$ cat src/rtl/pipe_reg_multi.sv
`default_nettype none
// ============================================================================
// Module : pipe_reg_multi
// Brief  : Multi-lane EX->MEM->WB pipeline registers with kill, stall, flush
//          and saturating stall/kill performance counters.
// Rev    : 1.0
// ============================================================================
module pipe_reg_multi #(
    parameter int LANES = 2,
    parameter int DW    = 32,
    parameter int AW    = 5,
    parameter int MTW   = 3,
    parameter int SW    = 6
) (
    input  logic                 clk,
    input  logic                 rst,
    input  logic                 stall_dcache,
    input  logic                 flush_all,
    input  logic [LANES-1:0]     ex_valid,
    input  logic [LANES-1:0]     ex_br,
    input  logic [LANES-1:0]     ex_rf_we,
    input  logic [LANES*DW-1:0]  ex_alu_result,
    input  logic [LANES*AW-1:0]  ex_rf_waddr,
    input  logic [LANES*MTW-1:0] ex_mem_type,
    input  logic [LANES*SW-1:0]  ex_wb_sel,
    output logic [LANES-1:0]     mem_valid,
    output logic [LANES-1:0]     mem_rf_we,
    output logic [LANES*DW-1:0]  mem_alu_result,
    output logic [LANES*AW-1:0]  mem_rf_waddr,
    output logic [LANES*MTW-1:0] mem_mem_type,
    output logic [LANES*SW-1:0]  mem_wb_sel,
    input  logic [LANES*DW-1:0]  mem_rf_wdata,
    output logic [LANES-1:0]     wb_valid,
    output logic [LANES-1:0]     wb_rf_we,
    output logic [LANES*DW-1:0]  wb_alu_result,
    output logic [LANES*DW-1:0]  wb_rf_wdata,
    output logic [LANES*AW-1:0]  wb_rf_waddr,
    output logic [31:0]          stall_cnt,
    output logic [31:0]          kill_cnt
);

    logic [LANES-1:0] w_br_live;
    logic [LANES-1:0] w_kill;
    logic             w_capture;
    logic [2:0]       w_kill_pop;
    logic [32:0]      w_kill_sum;

    logic [LANES-1:0]     mem_valid_q, mem_valid_d;
    logic [LANES-1:0]     mem_rf_we_q, mem_rf_we_d;
    logic [LANES*DW-1:0]  mem_alu_q, mem_alu_d;
    logic [LANES*AW-1:0]  mem_waddr_q, mem_waddr_d;
    logic [LANES*MTW-1:0] mem_mtype_q, mem_mtype_d;
    logic [LANES*SW-1:0]  mem_wbsel_q, mem_wbsel_d;

    logic [LANES-1:0]     wb_valid_q, wb_valid_d;
    logic [LANES-1:0]     wb_rf_we_q, wb_rf_we_d;
    logic [LANES*DW-1:0]  wb_alu_q, wb_alu_d;
    logic [LANES*DW-1:0]  wb_wdata_q, wb_wdata_d;
    logic [LANES*AW-1:0]  wb_waddr_q, wb_waddr_d;

    logic [31:0] stall_cnt_q, stall_cnt_d;
    logic [31:0] kill_cnt_q, kill_cnt_d;

    assign w_br_live = ex_br & ex_valid;
    assign w_capture = ~stall_dcache & ~flush_all;

    // A lane is killed by any valid mispredicted branch in an older lane.
    generate
        for (genvar j = 0; j < LANES; j++) begin : g_kill
            if (j == 0) begin : g_oldest
                assign w_kill[j] = 1'b0;
            end else begin : g_younger
                assign w_kill[j] = |w_br_live[j-1:0];
            end
        end
    endgenerate

    always_comb begin
        w_kill_pop = '0;
        for (int j = 0; j < LANES; j++) begin
            w_kill_pop = w_kill_pop + {2'b00, ex_valid[j] & w_kill[j]};
        end
    end

    assign w_kill_sum = {1'b0, kill_cnt_q} + {30'd0, w_kill_pop};

    // MEM stage next state: flush beats stall, stall holds everything.
    always_comb begin
        mem_valid_d = mem_valid_q;
        mem_rf_we_d = mem_rf_we_q;
        mem_alu_d   = mem_alu_q;
        mem_waddr_d = mem_waddr_q;
        mem_mtype_d = mem_mtype_q;
        mem_wbsel_d = mem_wbsel_q;
        if (flush_all) begin
            mem_valid_d = '0;
            mem_rf_we_d = '0;
        end else if (!stall_dcache) begin
            for (int j = 0; j < LANES; j++) begin
                mem_valid_d[j] = ex_valid[j] & ~w_kill[j];
                mem_rf_we_d[j] = ex_rf_we[j] & ex_valid[j] & ~w_kill[j];
                mem_waddr_d[j*AW +: AW] = ex_rf_waddr[j*AW +: AW];
                if (w_kill[j]) begin
                    mem_alu_d[j*DW +: DW]    = '0;
                    mem_mtype_d[j*MTW +: MTW] = '0;
                    mem_wbsel_d[j*SW +: SW]   = '0;
                end else begin
                    mem_alu_d[j*DW +: DW]    = ex_alu_result[j*DW +: DW];
                    mem_mtype_d[j*MTW +: MTW] = ex_mem_type[j*MTW +: MTW];
                    mem_wbsel_d[j*SW +: SW]   = ex_wb_sel[j*SW +: SW];
                end
            end
        end
    end

    // WB ignores flush; a stall inserts a bubble so a held MEM op retires once.
    always_comb begin
        wb_valid_d = wb_valid_q;
        wb_rf_we_d = wb_rf_we_q;
        wb_alu_d   = wb_alu_q;
        wb_wdata_d = wb_wdata_q;
        wb_waddr_d = wb_waddr_q;
        if (stall_dcache) begin
            wb_valid_d = '0;
            wb_rf_we_d = '0;
        end else begin
            wb_valid_d = mem_valid_q;
            wb_rf_we_d = mem_rf_we_q;
            wb_alu_d   = mem_alu_q;
            wb_wdata_d = mem_rf_wdata;
            wb_waddr_d = mem_waddr_q;
        end
    end

    always_comb begin
        stall_cnt_d = stall_cnt_q;
        kill_cnt_d  = kill_cnt_q;
        if (stall_dcache && (stall_cnt_q != 32'hFFFF_FFFF)) begin
            stall_cnt_d = stall_cnt_q + 32'd1;
        end
        if (w_capture) begin
            kill_cnt_d = w_kill_sum[32] ? 32'hFFFF_FFFF : w_kill_sum[31:0];
        end
    end

    always_ff @(posedge clk) begin
        if (rst) begin
            mem_valid_q <= '0;
            mem_rf_we_q <= '0;
            mem_alu_q   <= '0;
            mem_waddr_q <= '0;
            mem_mtype_q <= '0;
            mem_wbsel_q <= '0;
            wb_valid_q  <= '0;
            wb_rf_we_q  <= '0;
            wb_alu_q    <= '0;
            wb_wdata_q  <= '0;
            wb_waddr_q  <= '0;
            stall_cnt_q <= '0;
            kill_cnt_q  <= '0;
        end else begin
            mem_valid_q <= mem_valid_d;
            mem_rf_we_q <= mem_rf_we_d;
            mem_alu_q   <= mem_alu_d;
            mem_waddr_q <= mem_waddr_d;
            mem_mtype_q <= mem_mtype_d;
            mem_wbsel_q <= mem_wbsel_d;
            wb_valid_q  <= wb_valid_d;
            wb_rf_we_q  <= wb_rf_we_d;
            wb_alu_q    <= wb_alu_d;
            wb_wdata_q  <= wb_wdata_d;
            wb_waddr_q  <= wb_waddr_d;
            stall_cnt_q <= stall_cnt_d;
            kill_cnt_q  <= kill_cnt_d;
        end
    end

    assign mem_valid      = mem_valid_q;
    assign mem_rf_we      = mem_rf_we_q;
    assign mem_alu_result = mem_alu_q;
    assign mem_rf_waddr   = mem_waddr_q;
    assign mem_mem_type   = mem_mtype_q;
    assign mem_wb_sel     = mem_wbsel_q;
    assign wb_valid       = wb_valid_q;
    assign wb_rf_we       = wb_rf_we_q;
    assign wb_alu_result  = wb_alu_q;
    assign wb_rf_wdata    = wb_wdata_q;
    assign wb_rf_waddr    = wb_waddr_q;
    assign stall_cnt      = stall_cnt_q;
    assign kill_cnt       = kill_cnt_q;

endmodule
`default_nettype wire

$ cat config.mk
export PLATFORM = sky130hd
export DESIGN_NAME = pipe_reg_multi
export DESIGN_NICKNAME = d
export VERILOG_FILES = /design/src/rtl/pipe_reg_multi.sv
export SDC_FILE = /design/constraint.sdc
export NUM_CORES = 1
export LEC_CHECK = 0
export ABC_AREA = 1
export CAP_MARGIN = 40
export CORE_AREA = 2 2 182 184
export DETAILED_ROUTE_END_ITERATION = 10
export DIE_AREA = 0 0 184 186
export GPL_TIMING_DRIVEN = 0
export PLACE_DENSITY_LB_ADDON = 0.05
export SETUP_SLACK_MARGIN = 0.05
export SYNTH_ARGS = -nofsm -noshare
export SYNTH_HDL_FRONTEND = slang
export SYNTH_SLANG_ARGS = --single-unit
export TNS_END_PERCENT = 20
$ cat constraint.sdc
create_clock -name clk -period 1.7 [get_ports clk]
set_input_delay 0.17 -clock clk [delete_from_list [all_inputs] [get_ports clk]]
set_output_delay 0.17 -clock clk [all_outputs]
set_load 0.02 [all_outputs]
==> results.md <==
* Status: complete, but fails checks
* Failing checks: setup timing
* Finished Layout Cells at 2624
* Count of TritonRoute iterations in the first routing pass at 5
* DPL Wire Length at 35300 um
* Place WS at -1.02 ns
* Hold crit path type: in -> reg
* Sequential power share at 44.7%
* Startpoint Class: flop
* Critical path endpoint category: flop
* Die outline width at 184 um
* Area grow syn2layout at 56.4%
* Slew at the pin with the worst max-slew slack at 0.716 ns
* Global-route wire length before repair at 68600 um
* Placed standard-cell area at 17200 um^2
* CTS clk-pin slew, worst paths at 0.06 ns
* Clock sinks at 302
* Setup Viol. Count Final at 1
* Row Count at 66
* Register area share after synthesis at 50.5%
* Clk Latency, worst-skew pair at 0.50 ns
* Syn nets at 1837
* I/O pin count at 468
* Cells on Worst Hold Path at 3
* Clock buffer count from CTS at 35
* Max Slew Vio Count at 0
* Req. time, crit path at 2.12 ns
* Combinational Power Share at 13.7%
* Total wire length at 46400 um
* Drt drc at 0
* Fin crit share at 100%
* Worst vdd ir at 0.804 mV
* Initial Util at 37.2%
* Final weighted congestion in routability-driven placement at 0.883
* DR WL/cell at 17.7 um
* Largest net degree at the start of global routing at 18
* Hold_ws at 0.0349 ns
* Core area at 32200 um^2
* Largest fanout on the critical path at 8
* Sw frac at 25.9%
* Register bit total from synthesis at 302
* Syn Area/Cell at 7.18 um^2
* # fillers at 3119
* Slew HR at 52.2%
* Dpl cells at 2542
* Clock share of power at 41.6%
* Clock Tree Buf Depth at 3
* Die Y at 186 um
* # H-tree levels at 2
* Cell variety after synth at 31
* Pwr/cell area at 907 nW/um^2
* Int Pwr at 0.0126 W
* Nets@finish at 2359
* Worst setup margin at -0.00795 ns
* Post-Syn Area at 12000 um^2
* Clk root buf: clkbuf_16
* Crit path DAT at 2.13 ns
* Setup CP Type: reg -> reg
* Final Hold Vio Count at 0
* GR Util All Layers at 26.0%
* YS warnings at 0
* Cell count after synthesis at 1668
* RSZ-0062 raised after global routing: yes
* Initial antenna violation count at 7
* Vias in the first global route at 11800
* Total grt overflow at 0
* Die Area at 34200 um^2
* Layout Skew at 0.0118 ns
* P_sw at 0.00440 W
* Minimum clock period at 1.71 ns
* IO Port Bufs at 466
* Total power at 0.0170 W
* Cell area after layout at 18700 um^2
* Via density at 4.83
* DR iter-0 viols at 570
* CTS tree: yes
* Maximum clock frequency at 585 MHz
* MaxCap Viol Count at 0
* Antenna-violating nets left at 0
* Leakage at 9.14 nW
* Vias at 12700
* Layout cells sized above 1 at 9.64%
* Reg2reg path depth at 11
==> metal layers <==
metal	GRT usage (%)	part of all wire [%]
met4	8.29	2.9
met3	7.10	7.3
met2	46.4	50
met1	30.2	40
met5	0	0.078
==> logic make-up after synthesis <==
| family | after synthesis | synth area share, % |
|---|---|---|
| xor gates and xnor gates | 25 | 1.83 |
| AOI/OAI and AO/OA | 291 | 12.4 |
| DFF | 302 | 50.5 |
| muxes | 1 | 0.0836 |
| buffers and inverters | 157 | 5.31 |
| and+or+nand+nor | 889 | 29.6 |
| adders and majority gates | 3 | 0.313 |
==> repair_timing <==
item,4_1_cts,5_1_grt
cloned,1,2
setup endpoints to repair,422,231
gates resized for setup,257,172
setup buffers,5,12
hold buffers,0,0
pin swaps,12,26
==> cells in the mapped netlist, drive strengths merged <==
cell,count,area share (%)
or2,6,0.31
dfxtp,302,50
xnor2,7,0.51
nor2,488,16
xor2,18,1.3
mux2i,1,0.084
nand2,327,10
o21ai,195,8.1
o21bai,2,0.13
a31oi,6,0.31
ha,3,0.31
nand3,45,1.9
nand3b,7,0.44
and2,2,0.10
clkbuf,73,2.3
nor3,2,0.084
buf,18,0.95
inv,66,2.1
a21oi,88,3.8
nand4,12,0.68
==> sequential cells by signal (all words and copies together), names as in the netlist, 6 cells and up <==
register        flops
mem_mem_type        6
wb_rf_wdata        64
mem_rf_waddr       10
stall_cnt          32
kill_cnt           32
wb_alu_result      64
mem_wb_sel         12
mem_alu_result     64
wb_rf_waddr        10
==> worst max-delay path, cell delays in order (launching register included) <==
cell and delay [ns]:
dfxtp_4 0.37, ha_4 0.17, inv_4 0.04, nor2_4 0.16, nand2_4 0.08, nor2_4 0.17, nand2_4 0.08, nand2_4 0.09
buf_8 0.15, clkbuf_16 0.15, nand2_2 0.04, a21oi_1 0.12
==> cells in the final DEF (no fill, tap or decap), types with 19 or more instances in the layout <==
cell	instances
a21oi_1	76
inv_1	63
clkbuf_1	63
clkdlybuf4s50_1	193
clkbuf_16	38
dfxtp_2	28
dlygate4sd2_1	197
dfxtp_1	268
nor2_1	457
nand3_1	43
dlymetal6s2s_1	76
nand2_1	309
o21ai_0	195
nor2_4	19
==> power by group through the flow <==
| stage | combinational [W] | sequential, W | clock [W] |
|---|---|---|---|
| finish | 0.00232 | 0.00760 | 0.00708 |
| global route | 0.00250 | 0.00764 | 0.00757 |
| CTS | 0.00233 | 0.00760 | 0.00724 |
| detailed placement | 0.00243 | 0.00777 | 0 |
| global placement | 0.00241 | 0.00775 | 0 |
| floorplan | 0.000636 | 0.00816 | 0 |
==> through the flow <==
step / setup TNS, ns / util [%]
after CTS: 0 / 56.4
after detailed placement: -177.92 / 53.3
after floorplan: 0 / -
after global routing: -2.16 / 58.1
final: -0.00795 / 58.2
after global placement: -174.52 / 53.3
==> layout make-up <==
type                       instances  area (um^2)  share of cell area [%]
sequential                       302         6100                    32.6
multi-input combinational       1209         5560                    29.7
timing repair buffer             486         4790                    25.6
clock buffer                      52         1030                    5.51
tap                              408          510                    2.72
buffer                            90          443                    2.36
inverter                          66          253                    1.35
clock inverter                     5         27.5                   0.147
antenna                            6         15.0                  0.0801
==> final timing paths <==
path	start	endpoint	slack [ns]
hold reg to reg	mem_valid[0]	wb_valid[0]	0.46
setup / recovery	stall_cnt[0]	stall_cnt[25]	-0.008
setup reg to reg	stall_cnt[0]	stall_cnt[25]	-0.008
hold / removal	ex_valid[1]	mem_valid[1]	0.03
No activity file was read; power rests on OpenSTA's default activity.
